--- src/rtl/exc_pkg.sv ---
// Shared types and constants for the exception/interrupt sequencer.
package exc_pkg;

  typedef enum logic [2:0] {
    ST_IDLE    = 3'd0,
    ST_TAKE    = 3'd1,
    ST_FLUSH   = 3'd2,
    ST_VECTOR  = 3'd3,
    ST_HANDLER = 3'd4,
    ST_RETURN  = 3'd5
  } state_t;

  localparam logic [1:0] PC_SEQ     = 2'd0;
  localparam logic [1:0] PC_HANDLER = 2'd1;
  localparam logic [1:0] PC_EPC     = 2'd2;

  // Bit positions inside the one-hot {ovf, unk, ext} cause code.
  localparam int CAUSE_EXT = 0;
  localparam int CAUSE_UNK = 1;
  localparam int CAUSE_OVF = 2;

  localparam logic [31:0] DEFAULT_HANDLER_ADDR = 32'h0000_0010;

endpackage

--- src/rtl/exc_sequencer_irq_sync_pend.sv ---
// One interrupt line: synchronizer chain, rising-edge detect and pending latch.
module irq_sync_pend #(
  parameter int SYNC_STAGES = 2
) (
  input  logic clk,
  input  logic rst,
  input  logic irq,
  input  logic ack,
  output logic pending
);

  logic [SYNC_STAGES-1:0] sync;
  logic                   prev;
  logic                   rise;

  // Edge-triggered so a level held high across the ack does not re-pend.
  assign rise = sync[SYNC_STAGES-1] & ~prev;

  always_ff @(posedge clk) begin
    if (rst) begin
      sync    <= '0;
      prev    <= 1'b0;
      pending <= 1'b0;
    end else begin
      sync <= {sync[SYNC_STAGES-2:0], irq};
      prev <= sync[SYNC_STAGES-1];
      if (rise) begin
        pending <= 1'b1;
      end else if (ack) begin
        pending <= 1'b0;
      end
    end
  end

endmodule

--- src/rtl/exc_sequencer.sv ---
// Exception/interrupt sequencer: prioritizes sync exceptions against latched
// external interrupts and walks the core through take, flush, vector and return.
module exc_sequencer
  import exc_pkg::*;
#(
  parameter int          IRQ_LINES    = 4,
  parameter int          SYNC_STAGES  = 2,
  parameter logic [31:0] HANDLER_ADDR = DEFAULT_HANDLER_ADDR,
  parameter int          IDW          = (IRQ_LINES > 1) ? $clog2(IRQ_LINES) : 1
) (
  input  logic                 i_clk,
  input  logic                 i_rst,
  input  logic [IRQ_LINES-1:0] i_irq,
  input  logic [IRQ_LINES-1:0] i_irq_mask,
  input  logic                 i_global_ie,
  input  logic                 i_ovf,
  input  logic                 i_unk_cmd,
  input  logic                 i_unk_func,
  input  logic [31:0]          i_pc,
  input  logic                 i_eret,
  input  logic [31:0]          i_epc,
  output logic                 o_stall,
  output logic                 o_flush,
  output logic [1:0]           o_pc_sel,
  output logic [31:0]          o_pc_target,
  output logic                 o_cop0_take,
  output logic [2:0]           o_cause,
  output logic [31:0]          o_epc_pc,
  output logic [IDW-1:0]       o_irq_id,
  output logic [IRQ_LINES-1:0] o_irq_ack,
  output logic                 o_busy,
  output logic                 o_double_fault,
  output logic [2:0]           o_state
);

  state_t               state;
  state_t               state_next;
  logic [IRQ_LINES-1:0] pending;
  logic [IRQ_LINES-1:0] eligible;
  logic [IRQ_LINES-1:0] ack_r;
  logic [IRQ_LINES-1:0] ack_next;
  logic [IDW-1:0]       id_next;
  logic [IDW-1:0]       id_r;
  logic [2:0]           cause_next;
  logic [2:0]           cause_r;
  logic [31:0]          epc_r;
  logic                 dfault;
  logic                 raw_sync_exc;
  logic                 sync_exc;
  logic                 ext_req;
  logic                 take_now;

  for (genvar g = 0; g < IRQ_LINES; g++) begin : g_line
    irq_sync_pend #(
      .SYNC_STAGES(SYNC_STAGES)
    ) u_line (
      .clk    (i_clk),
      .rst    (i_rst),
      .irq    (i_irq[g]),
      .ack    (o_irq_ack[g]),
      .pending(pending[g])
    );
  end

  assign eligible     = pending & i_irq_mask;
  assign raw_sync_exc = i_ovf | i_unk_cmd | i_unk_func;
  assign sync_exc     = i_global_ie & raw_sync_exc;
  assign ext_req      = i_global_ie & (|eligible);
  assign take_now     = (state == ST_IDLE) && (sync_exc || ext_req);

  // Scan downward so the lowest eligible line is the last one written.
  always_comb begin
    id_next  = '0;
    ack_next = '0;
    for (int i = IRQ_LINES - 1; i >= 0; i--) begin
      if (eligible[i]) begin
        id_next     = IDW'(i);
        ack_next    = '0;
        ack_next[i] = 1'b1;
      end
    end
  end

  always_comb begin
    cause_next = '0;
    if (i_ovf) begin
      cause_next[CAUSE_OVF] = 1'b1;
    end else if (i_unk_cmd || i_unk_func) begin
      cause_next[CAUSE_UNK] = 1'b1;
    end else begin
      cause_next[CAUSE_EXT] = 1'b1;
    end
  end

  always_ff @(posedge i_clk) begin
    if (i_rst) begin
      state   <= ST_IDLE;
      cause_r <= '0;
      id_r    <= '0;
      epc_r   <= '0;
      ack_r   <= '0;
      dfault  <= 1'b0;
    end else begin
      state <= state_next;
      if (take_now) begin
        cause_r <= cause_next;
        epc_r   <= i_pc;
        // A sync exception leaves every pending line untouched.
        id_r    <= sync_exc ? '0 : id_next;
        ack_r   <= sync_exc ? '0 : ack_next;
      end
      if ((state == ST_HANDLER || state == ST_RETURN) && raw_sync_exc) begin
        dfault <= 1'b1;
      end
    end
  end

  always_comb begin
    state_next  = state;
    o_stall     = 1'b0;
    o_flush     = 1'b0;
    o_pc_sel    = PC_SEQ;
    o_pc_target = '0;
    o_cop0_take = 1'b0;
    o_irq_ack   = '0;
    o_busy      = 1'b0;
    case (state)
      ST_IDLE: begin
        if (take_now) state_next = ST_TAKE;
      end
      ST_TAKE: begin
        o_stall     = 1'b1;
        o_cop0_take = 1'b1;
        o_irq_ack   = ack_r;
        state_next  = ST_FLUSH;
      end
      ST_FLUSH: begin
        o_stall    = 1'b1;
        o_flush    = 1'b1;
        state_next = ST_VECTOR;
      end
      ST_VECTOR: begin
        o_pc_sel    = PC_HANDLER;
        o_pc_target = HANDLER_ADDR;
        state_next  = ST_HANDLER;
      end
      ST_HANDLER: begin
        o_busy = 1'b1;
        if (i_eret) state_next = ST_RETURN;
      end
      ST_RETURN: begin
        o_busy      = 1'b1;
        o_pc_sel    = PC_EPC;
        o_pc_target = i_epc;
        state_next  = ST_IDLE;
      end
      default: state_next = ST_IDLE;
    endcase
  end

  assign o_cause        = cause_r;
  assign o_irq_id       = id_r;
  assign o_epc_pc       = epc_r;
  assign o_double_fault = dfault;
  assign o_state        = state;

endmodule

--- config.mk ---
export PLATFORM = sky130hd
export DESIGN_NAME = exc_sequencer
export DESIGN_NICKNAME = d
export VERILOG_FILES = /design/src/rtl/exc_pkg.sv /design/src/rtl/exc_sequencer_irq_sync_pend.sv /design/src/rtl/exc_sequencer.sv
export SDC_FILE = /design/constraint.sdc
export NUM_CORES = 1
export LEC_CHECK = 0
export CAP_MARGIN = 20
export CORE_UTILIZATION = 37
export CTS_BUF_LIST = sky130_fd_sc_hd__clkbuf_4 sky130_fd_sc_hd__clkbuf_8 sky130_fd_sc_hd__clkbuf_16
export CTS_CLUSTER_SIZE = 25
export DETAILED_ROUTE_END_ITERATION = 10
export PLACE_DENSITY = 0.84
export SYNTH_ARGS = -nofsm -noshare
export SYNTH_HDL_FRONTEND = slang
export SYNTH_SLANG_ARGS = --single-unit
--- constraint.sdc ---
create_clock -name i_clk -period 2.4 [get_ports i_clk]
set_input_delay 0.48 -clock i_clk [delete_from_list [all_inputs] [get_ports i_clk]]
set_output_delay 0.48 -clock i_clk [all_outputs]
set_load 0.03 [all_outputs]
Word-level counts from Yosys, hierarchy flattened
Index checks and enable logic that the tools add are counted.
{ "totals": {"ramBits": 0, "mem_count": 0, "ff_bits": 61, "latchBits": 0, "rom_bits": 0, "in_bits": 79} }
{ "op_classes": {"magnitude_cmp": 0, "mul": 0, "add_sub_neg": 0, "reduce_logical": 14, "n_div": 0, "n_bitwise": 13, "n_eq_ne": 7, "n_mux": 32, "shift": 0} }
{ "ops": {"columns": ["operator", "n"], "rows": [
  ["32-bit one-hot mux with 2 select lines", 1],
  ["4-bit two-way mux", 6],
  ["1-bit two-way mux", 15],
  ["3-bit one-hot mux with 5 select lines", 1],
  ["2-bit two-way mux", 6],
  ["2-bit nonzero test", 4],
  ["1-bit bitwise AND", 6],
  ["3-bit by 2-bit equality test with 1-bit output, second input constant", 2],
  ["3-bit equality test, second input constant", 2],
  ["3-bit two-way mux", 2],
  ["4-bit bitwise AND", 1],
  ["2-bit inequality test, second input constant", 2],
  ["1-bit inverter", 4],
  ["2-bit one-hot mux with 2 select lines", 1],
  ["2-bit OR reduction", 2],
  ["4-bit OR reduction", 1],
  ["3-bit by 1-bit equality test with 1-bit output, second input constant", 1],
  ["3-bit zero test", 1],
  ["1-bit logical OR", 3],
  ["1-bit logical AND", 2],
  ["1-bit bitwise OR", 2],
  ["2-bit AND reduction", 1]
]} }

Logic depth before layout (Yosys ltp)
Gate-level depths: netlist of run 1.
{ "depth": {"ltp_word": 7, "depth_mapped": 6, "ltp_nobuf": 4} }

By module
A second synthesis of run 1 with hierarchy kept.
{ "unflattened": {"hier_cells": 298, "hier_area_um2": 2600.0} }
{ "by_module_without_submodules": {"columns": ["mod", "area_each_um2", "instances", "cells_each"], "rows": [
  ["exc_sequencer", 2089.5, 1, 258],
  ["irq_sync_pend", 127.6, 4, 10]
]} }

Least setup slack after synthesis of run 1
No wires, ideal clock.
{ "synth_timing": {"path_kind": "reg-to-output", "start": "register state[1] (netlist: o_state[1])", "end": "output o_irq_ack[0]", "stages_incl_launch_ff": 6, "t_required_ns": 1.920, "t_arrival_ns": 2.024, "setup_slack_ns": -0.104, "cell_sequence": "dfxtp_1 clkbuf_1 nor3b_1 nand2_1 inv_1 buf_4"} }
{ "synth_between": {"elab_chain_cells": 2} }
{ "synth_lines": {"columns": ["element", "line", "rtl"], "rows": [
  ["from (decl)", "exc_sequencer.sv:36", "state_t state;"],
  ["from (signal assigned)", "exc_sequencer.sv:104", "state <= state_next;"],
  ["3-bit by 1-bit equality test with 1-bit output", "exc_sequencer.sv:127", "case (state)"],
  ["4-bit two-way mux", "exc_sequencer.sv:127", null],
  ["to (decl)", "exc_sequencer.sv:30", "output logic [IRQ_LINES-1:0] o_irq_ack,"]
]} }
No other way between the ends.

Worst setup path after layout of run 1
{ "layout_timing": {"start": "register state[0] (netlist: o_state[0])", "end": "output o_pc_target[4]"} }
{ "layout_between": {"elab_chain_cells": 2, "word_cells_on_any_way": 3, "classes_between": "eq/ne: 2; mux: 1"} }
{ "layout_lines": {"columns": ["element", "line", "rtl"], "rows": [
  ["3-bit equality test / 3-bit by 2-bit equality test with 1-bit output (equally long branches)", "exc_sequencer.sv:127", null],
  ["32-bit one-hot mux with 2 select lines *", "exc_sequencer.sv:127", null],
  ["to (decl)", "exc_sequencer.sv:25", "output logic [31:0] o_pc_target,"]
]} }
Mark *: on every way between the ends. The rest lies on a longest branch, timed or not.

==> results of run 1 <==
worst min path at each step:
| stage | from | depth (start not counted) | to | slack (ns) |
|---|---|---|---|---|
| 3_5_place_dp | g_line[1].u_line.sync[0]$_SDFF_PP0_ | 1 | g_line[1].u_line.sync[1]$_SDFF_PP0_ | 0.43 |
| 3_3_place_gp | g_line[2].u_line.sync[0]$_SDFF_PP0_ | 1 | g_line[2].u_line.sync[1]$_SDFF_PP0_ | 0.42 |
| 2_1_floorplan | g_line[0].u_line.sync[0]$_SDFF_PP0_ | 1 | g_line[0].u_line.sync[1]$_SDFF_PP0_ | 0.41 |
| 5_1_grt | g_line[1].u_line.sync[0]$_SDFF_PP0_ | 1 | g_line[1].u_line.sync[1]$_SDFF_PP0_ | 0.46 |
| 4_1_cts | g_line[1].u_line.sync[0]$_SDFF_PP0_ | 1 | g_line[1].u_line.sync[1]$_SDFF_PP0_ | 0.45 |
| 6_report | g_line[1].u_line.sync[0]$_SDFF_PP0_ | 1 | g_line[1].u_line.sync[1]$_SDFF_PP0_ | 0.44 |
worst register-to-register path, cell delays in order (launching register included):
cell     delay (ns)
dfxtp_1        0.40
nor4b_4        0.39
o31ai_4        0.14
buf_4          0.20
or3_1          0.34
a21oi_1        0.14
area by class of cell:
cell class,count,area [sq um]
Sequential cell,61,1220
Inverter,6,22.5
Clock inverter,4,22.5
Timing Repair Buffer,170,1750
Multi-Input combinational cell,212,1180
Tap cell,80,100
Clock buffer,12,159
Fill cell,553,2300
Yosys cell counts (all sizes together), types with 5 or more instances:
master,count,area (sq um)
and3,31,194
clkbuf,18,67.6
a21oi,44,258
inv,6,22.5
buf,10,91.3
dfxtp,61,1220
nor2,10,37.5
nor2b,17,106
o31ai,5,66.3
nand2,79,299
placed cells by master (no fill, tap or decap), types with 2 or more instances in the layout:
cell type and count:
nor2b_1 17, buf_4 36, dfxtp_2 2, nor2_1 10
dfxtp_1 59, nand3b_1 3, and3_1 31, a22o_1 3
clkinv_2 3, or3_1 3, clkbuf_8 11, nand2_1 78
clkdlybuf4s50_1 119, o31ai_2 3, buf_12 14, a21oi_2 10
inv_1 6, a21oi_1 34
through the flow:
stage,hold WS [ns],power [W]
6_report,0.438,0.00267
5_1_grt,0.457,0.00280
4_1_cts,0.445,0.00270
3_5_place_dp,0.427,0.00187
3_3_place_gp,0.416,0.00185
2_1_floorplan,0.414,0.00154
state kept, by name, summed over array words and instances (netlist names):
signal and flops:
o_epc_pc 32, g_line.u_line.prev 4, g_line.u_line.sync 8, o_double_fault 1
ack_r 4, o_irq_id 2, o_cause 3, g_line.u_line.pending 4
o_state 3
cell families after synthesis:
family	after synthesis	synth area share
AO/OA/AOI/OAI	60	0.161
buffers and inverters	34	0.0705
flip-flops	61	0.475
XOR/XNOR	1	0.00341
AND/OR/NAND/NOR	151	0.291
routing by layer:
layer  GRT usage  vias up
li1            -     1321
met1       0.243     1259
met2       0.380      119
met3      0.0749       10
met4      0.0955        0
met5           0        -
report_power, final:
part           total [W]  internal (W)  switching, W
Sequential       0.00113       0.00109     0.0000485
Combinational   0.000712      0.000337      0.000376
Clock           0.000826      0.000437      0.000390
==> flow_summary_export.csv, run 1 <==
group,metric,value,unit
sta,finalClockSkew,0.00817,ns
sta,post-route-period-util,0.922,
route,routed-wl-met2,4.07,mm
critical_path,required,1.92,ns
finish,stdcell_count,545,
floorplanning,coreArea,6760,sq um
synth,synth_nets,386,
sta,setup_viol,0,
critical_path,cp.depth,5,
synth,synth-edff-count,0,
finish,nets,539,
global_route,antenna_found_initial,0,
critical_path,end_kind,"primary output",
sta,finalCriticalPeriod,2.21,ns
synth,ys_warn_count,0,
finish,layout-drive-gt1-share,0.191,
route,drt-met1-wl,3.19,mm
place,place_area,4270,sq um
clocking,cts_num_sinks,61,
min_path,hold_class,"reg2reg",
synth,synth_seq_area_share,0.475,
floorplanning,io_pins,162,
synth,syn_area,2570,sq um
place,hpwl,5.97,mm
global_route,grt.total_usage,0.218,
route,drt-total-wl,8.11,mm
route,ant_nets,0,
sta,rsz0062_at_grt,"false",
sta,slew_violations,0,
sta,fin_tns_setup,0,ns
critical_path,arrival,1.73,ns
sta,worst_pin_slew,0.544,ns
global_route,grt_pass1_wl,12.2,mm
finish,num_antenna_cells,0,
finish,design_area,4450,sq um
finish,finish.utilization,0.659,
floorplanning,dieArea,7290,sq um
clocking,cts_tree,"yes",
clocking,cts_buffer_depth,2,
route,vias_per_cell,4.97,
critical_path,cp_common_cell,"buf_4",
route,wire_per_inst,14.9,um
synth,synth_cell_types,35,
power_and_ir_drop,leakage,1.88,nW
global_route,first_global_vias,2433,
route,route.detailed.drc,0,
power_and_ir_drop,powerDensity,600,nW/um^2
critical_path,start_kind,"flip-flop",
global_route,grt_max_degree,36,
clocking,cts-buffers-inserted,9,
run_status,status,"completed",
synth,syn_inst,307,
sta,max-slew-margin-rel,0.638,
place,dp.cells,529,
critical_path,crit_path_end,"o_pc_target[4]",
place,dp_slack,0.0171,ns
synth,synth_ff_type,"dfxtp_1",
clocking,path_clk_slew,0.06,ns
critical_path,r2r-end,"ack_r[1]$_SDFFE_PP0P_",
synth,syn_avg_cell_area,8.38,sq um
critical_path,r2r_setup_slack,0.71,ns
floorplanning,die-width,85.4,um
clocking,ctsHoldBuffers,0,
clocking,ctsResizeCount,0,
clocking,clock_latency,0.34,ns
route,vias,2709,
clocking,cts_root_buffer,"clkbuf_8",
floorplanning,start_util,0.381,
critical_path,startpoint,"o_state[0]$_SDFFE_PP0P_",
route,dr_wl_met3,666,um
critical_path,slowest_stage,"dfxtp_1",
critical_path,critPathTopFamily,"flip-flops",
synth,ys_ff_latch,61,
route,highest_layer,"met4",
critical_path,timing.rr.start,"o_state[0]$_SDFFE_PP0P_",
power_and_ir_drop,ir_drop,315,uV
critical_path,critPathKind,"reg2out",
clocking,htree_levels,3,
critical_path,r2r_cells,5,
sta,setup_ws,0.187,ns
place,place.gp.congestion,0.766,
critical_path,cp_cell_sequence,"buf_4, nand2_1, nor2_1, a21o_1, buf_4",
synth,async_flop_share,0,
route,dr.pass1.iters,6,
route,drtIter0Drc,76,
sta,final-hold-violation-count,0,
critical_path,critPathMaxFanout,33,
critical_path,crit_path_max_incr_delay,0.50,ns
critical_path,crit_buf_inv,2,
place,port_buffers,161,
floorplanning,die_y,85.4,um
floorplanning,rows,30,
clocking,cts_setup_buffers,0,
global_route,grt-ovfl-total,0,
finish,syn2layout_area_growth,73.2,%
job,max-cap-violations,0,
sta,timing.fmax,452,MHz
Power figures use the tool's default switching activity.
==> run 2: changes to the inputs <==
--- a/config.mk
+++ b/config.mk
@@ -5,8 +5,9 @@
 export SDC_FILE = /design/constraint.sdc
 export NUM_CORES = 1
 export LEC_CHECK = 0
+export ABC_AREA = 1
 export CAP_MARGIN = 20
-export CORE_UTILIZATION = 37
+export CORE_UTILIZATION = 38
 export CTS_BUF_LIST = sky130_fd_sc_hd__clkbuf_4 sky130_fd_sc_hd__clkbuf_8 sky130_fd_sc_hd__clkbuf_16
 export CTS_CLUSTER_SIZE = 25
 export DETAILED_ROUTE_END_ITERATION = 10
==> flow_summary_export.csv, run 2 <==
group,metric,value,unit
global_route,grt.total_usage,0.198,
synth,synth_top_cells_by_count,"nor2_1 (134), nand2_1 (104), inv_1 (98), dfxtp_1 (61)",
route,drtIter0Drc,76,
sta,rsz0062_at_grt,"false",
sta,finalCriticalPeriod,2.18,ns
synth,synth-edff-count,0,
clocking,cts_buffer_depth,2,
critical_path,required,1.92,ns
synth,yosysTopAreaCell,"dfxtp_1",
synth,muxShareOfSynthArea,0,
synth,async_flop_share,0,
finish,nets,679,
global_route,grt_pass1_wl,11.7,mm
sta,slew_violations,0,
sta,setup_ws,0.219,ns
route,vias,2982,
min_path,whs_path_depth,2,
sta,final-hold-violation-count,0,
global_route,first_global_vias,2656,
clocking,cts_tree,"yes",
min_path,hold_class,"reg2reg",
synth,syn_avg_cell_area,6.26,sq um
floorplanning,coreArea,6940,sq um
finish,mostFrequentLayoutCells,"nor2_1 (133), clkdlybuf4s50_1 (120), nand2_1 (104)",
run_status,status,"completed",
sta,max-slew-margin-rel,0.745,
floorplanning,dieArea,7680,sq um
synth,synth_compound_area_frac,0.0296,
sta,worst_pin_slew,0.382,ns
floorplanning,die_y,87.7,um
power_and_ir_drop,p_comb_frac,0.313,
sta,post-route-period-util,0.909,
clocking,htree_levels,3,
critical_path,critPathMaxFanout,6,
synth,synth_area_leaders,"dfxtp_1 (44%), nor2_1 (18%), nand2_1 (14%)",
power_and_ir_drop,internal-power,0.00206,W
global_route,antenna_found_initial,0,
synth,synth_ff_type,"dfxtp_1",
synth,synth_seq_area_share,0.438,
synth,syn_inst,445,
clocking,cts_root_buffer,"clkbuf_8",
clocking,cts_num_sinks,61,
global_route,grt_max_degree,54,
power_and_ir_drop,leakage,2.40,nW
synth,synth_cell_types,19,
critical_path,start_kind,"flip-flop",
synth,yosys.area_share.simple,0.350,
synth,synth_xor_area_frac,0,
route,drt-total-wl,7.74,mm
floorplanning,die-width,87.7,um
route,ant_nets,0,
synth,synthAdderAreaFrac,0,
critical_path,arrival,1.70,ns
place,hpwl,5.88,mm
synth,synth_nets,524,
place,dp_slack,0.249,ns
power_and_ir_drop,powerDensity,668,nW/um^2
synth,syn_area,2790,sq um
critical_path,end_kind,"primary output",
sta,setup_viol,0,
clocking,cts-buffers-inserted,9,
synth,ys_ff_latch,61,
place,place.gp.congestion,0.804,
route,vias_per_cell,4.25,
clocking,clock_latency,0.33,ns
synth,ys_warn_count,0,
critical_path,critPathKind,"reg2out",
route,wire_per_inst,11.0,um
finish,num_antenna_cells,0,
finish,layout-drive-gt1-share,0.0992,
synth,synth_top_family_by_area,"simple AND/OR/NAND/NOR gates",
sta,fin_tns_setup,0,ns
floorplanning,rows,30,
power_and_ir_drop,power_frac_seq,0.387,
power_and_ir_drop,swShare,0.327,
place,port_buffers,161,
critical_path,r2r_cells,9,
route,route.detailed.drc,0,
floorplanning,start_util,0.401,
finish,syn2layout_area_growth,64.3,%
global_route,grt-ovfl-total,0,
finish,layout_commonest_cell,"nor2_1",
power_and_ir_drop,ir_drop,471,uV
finish,largest_reg_flops,32,
job,max-cap-violations,0,
power_and_ir_drop,clkPwrFrac,0.300,
clocking,path_clk_slew,0.07,ns
clocking,cts_setup_buffers,0,
floorplanning,io_pins,162,
sta,finalClockSkew,0.0115,ns
finish,fillers,589,
synth,synth_most_common_cell,"nor2_1",
power_and_ir_drop,power_switching,0.00100,W
route,dr.pass1.iters,4,
power_and_ir_drop,total_power,0.00306,W
sta,timing.fmax,458,MHz
synth,synth_top_area_frac,0.438,
[run 2: cell count changes after synthesis, sizes merged, moves of 4 or more]
cell    change
o32ai       +4
inv        +93
clkbuf     -11
nand2      +26
nand4       +4
a21oi      -39
nor2b      -17
buf         +5
nor2      +124
and3       -31
o31ai       -5
[run 2: logic make-up after synthesis]
family,Yosys count
AND/OR/NAND/NOR,250
AO/OA/AOI/OAI,13
flip-flops,61
buffers and inverters,121
[run 2: final timing paths]
| path | slack, ns | start | endpoint |
|---|---|---|---|
| min reg2reg | 0.40 | g_line[0].u_line.sync[0]$_SDFF_PP0_ | g_line[0].u_line.sync[1]$_SDFF_PP0_ |
| max | 0.22 | o_state[1]$_SDFFE_PP0P_ | o_irq_ack[3] |
| max reg2reg | 0.91 | g_line[0].u_line.pending$_SDFFE_PP0P_ | o_epc_pc[29]$_SDFFE_PP0P_ |
| min | 0.40 | g_line[0].u_line.sync[0]$_SDFF_PP0_ | g_line[0].u_line.sync[1]$_SDFF_PP0_ |
[run 2: layout make-up]
cell class | count | area [sq um] | area share
clock inverters | 5 | 58.8 | 0.0128
repair buffers | 166 | 1600 | 0.350
well taps | 96 | 120 | 0.0262
flip-flops and latches | 61 | 1220 | 0.267
inverters | 99 | 372 | 0.0811
multi-input cells | 263 | 1060 | 0.232
clock buffers | 11 | 145 | 0.0317
[run 2: repair_timing]
action,CTS,global route
hold buffers,0,0
gates resized for setup,6,3
setup endpoints to repair,6,4
[run 2: worst max-delay path: stages, from the launching register on]
cell           delay, ns
dfxtp_1             0.37
inv_1               0.12
nand3_1             0.23
nor2_1              0.23
dlygate4sd2_1       0.42
[run 2: power groups by stage]
stage / sequential [W] / clock (W) / combinational [W]
final: 0.00118 / 0.000919 / 0.000957
after global routing: 0.00120 / 0.000984 / 0.00105
after CTS: 0.00119 / 0.000940 / 0.000965
after detailed placement: 0.00121 / 0 / 0.000966
after global placement: 0.00120 / 0 / 0.000945
after floorplan: 0.00138 / 0 / 0.000389
[run 2: routing by layer]
metal  up-vias  wire [um]  part of all wire  track usage
li1       1568          -                 -            -
met1      1272       3090              0.40        0.205
met2       125       3770              0.49        0.363
met3        17        713             0.092       0.0660
met4         0        173             0.022       0.0894
met5         -          0                 0            0
[run 2: per-stage QoR]
stage          instances   util  instance area [sq um]  hold WS (ns)
3_3_place_gp         685  0.630                   4380         0.389
4_1_cts              701  0.659                   4570         0.402
3_5_place_dp         685  0.630                   4380         0.392
5_1_grt              701  0.660                   4580         0.415
2_1_floorplan        445      -                   2790         0.388
6_report             701  0.660                   4580         0.401
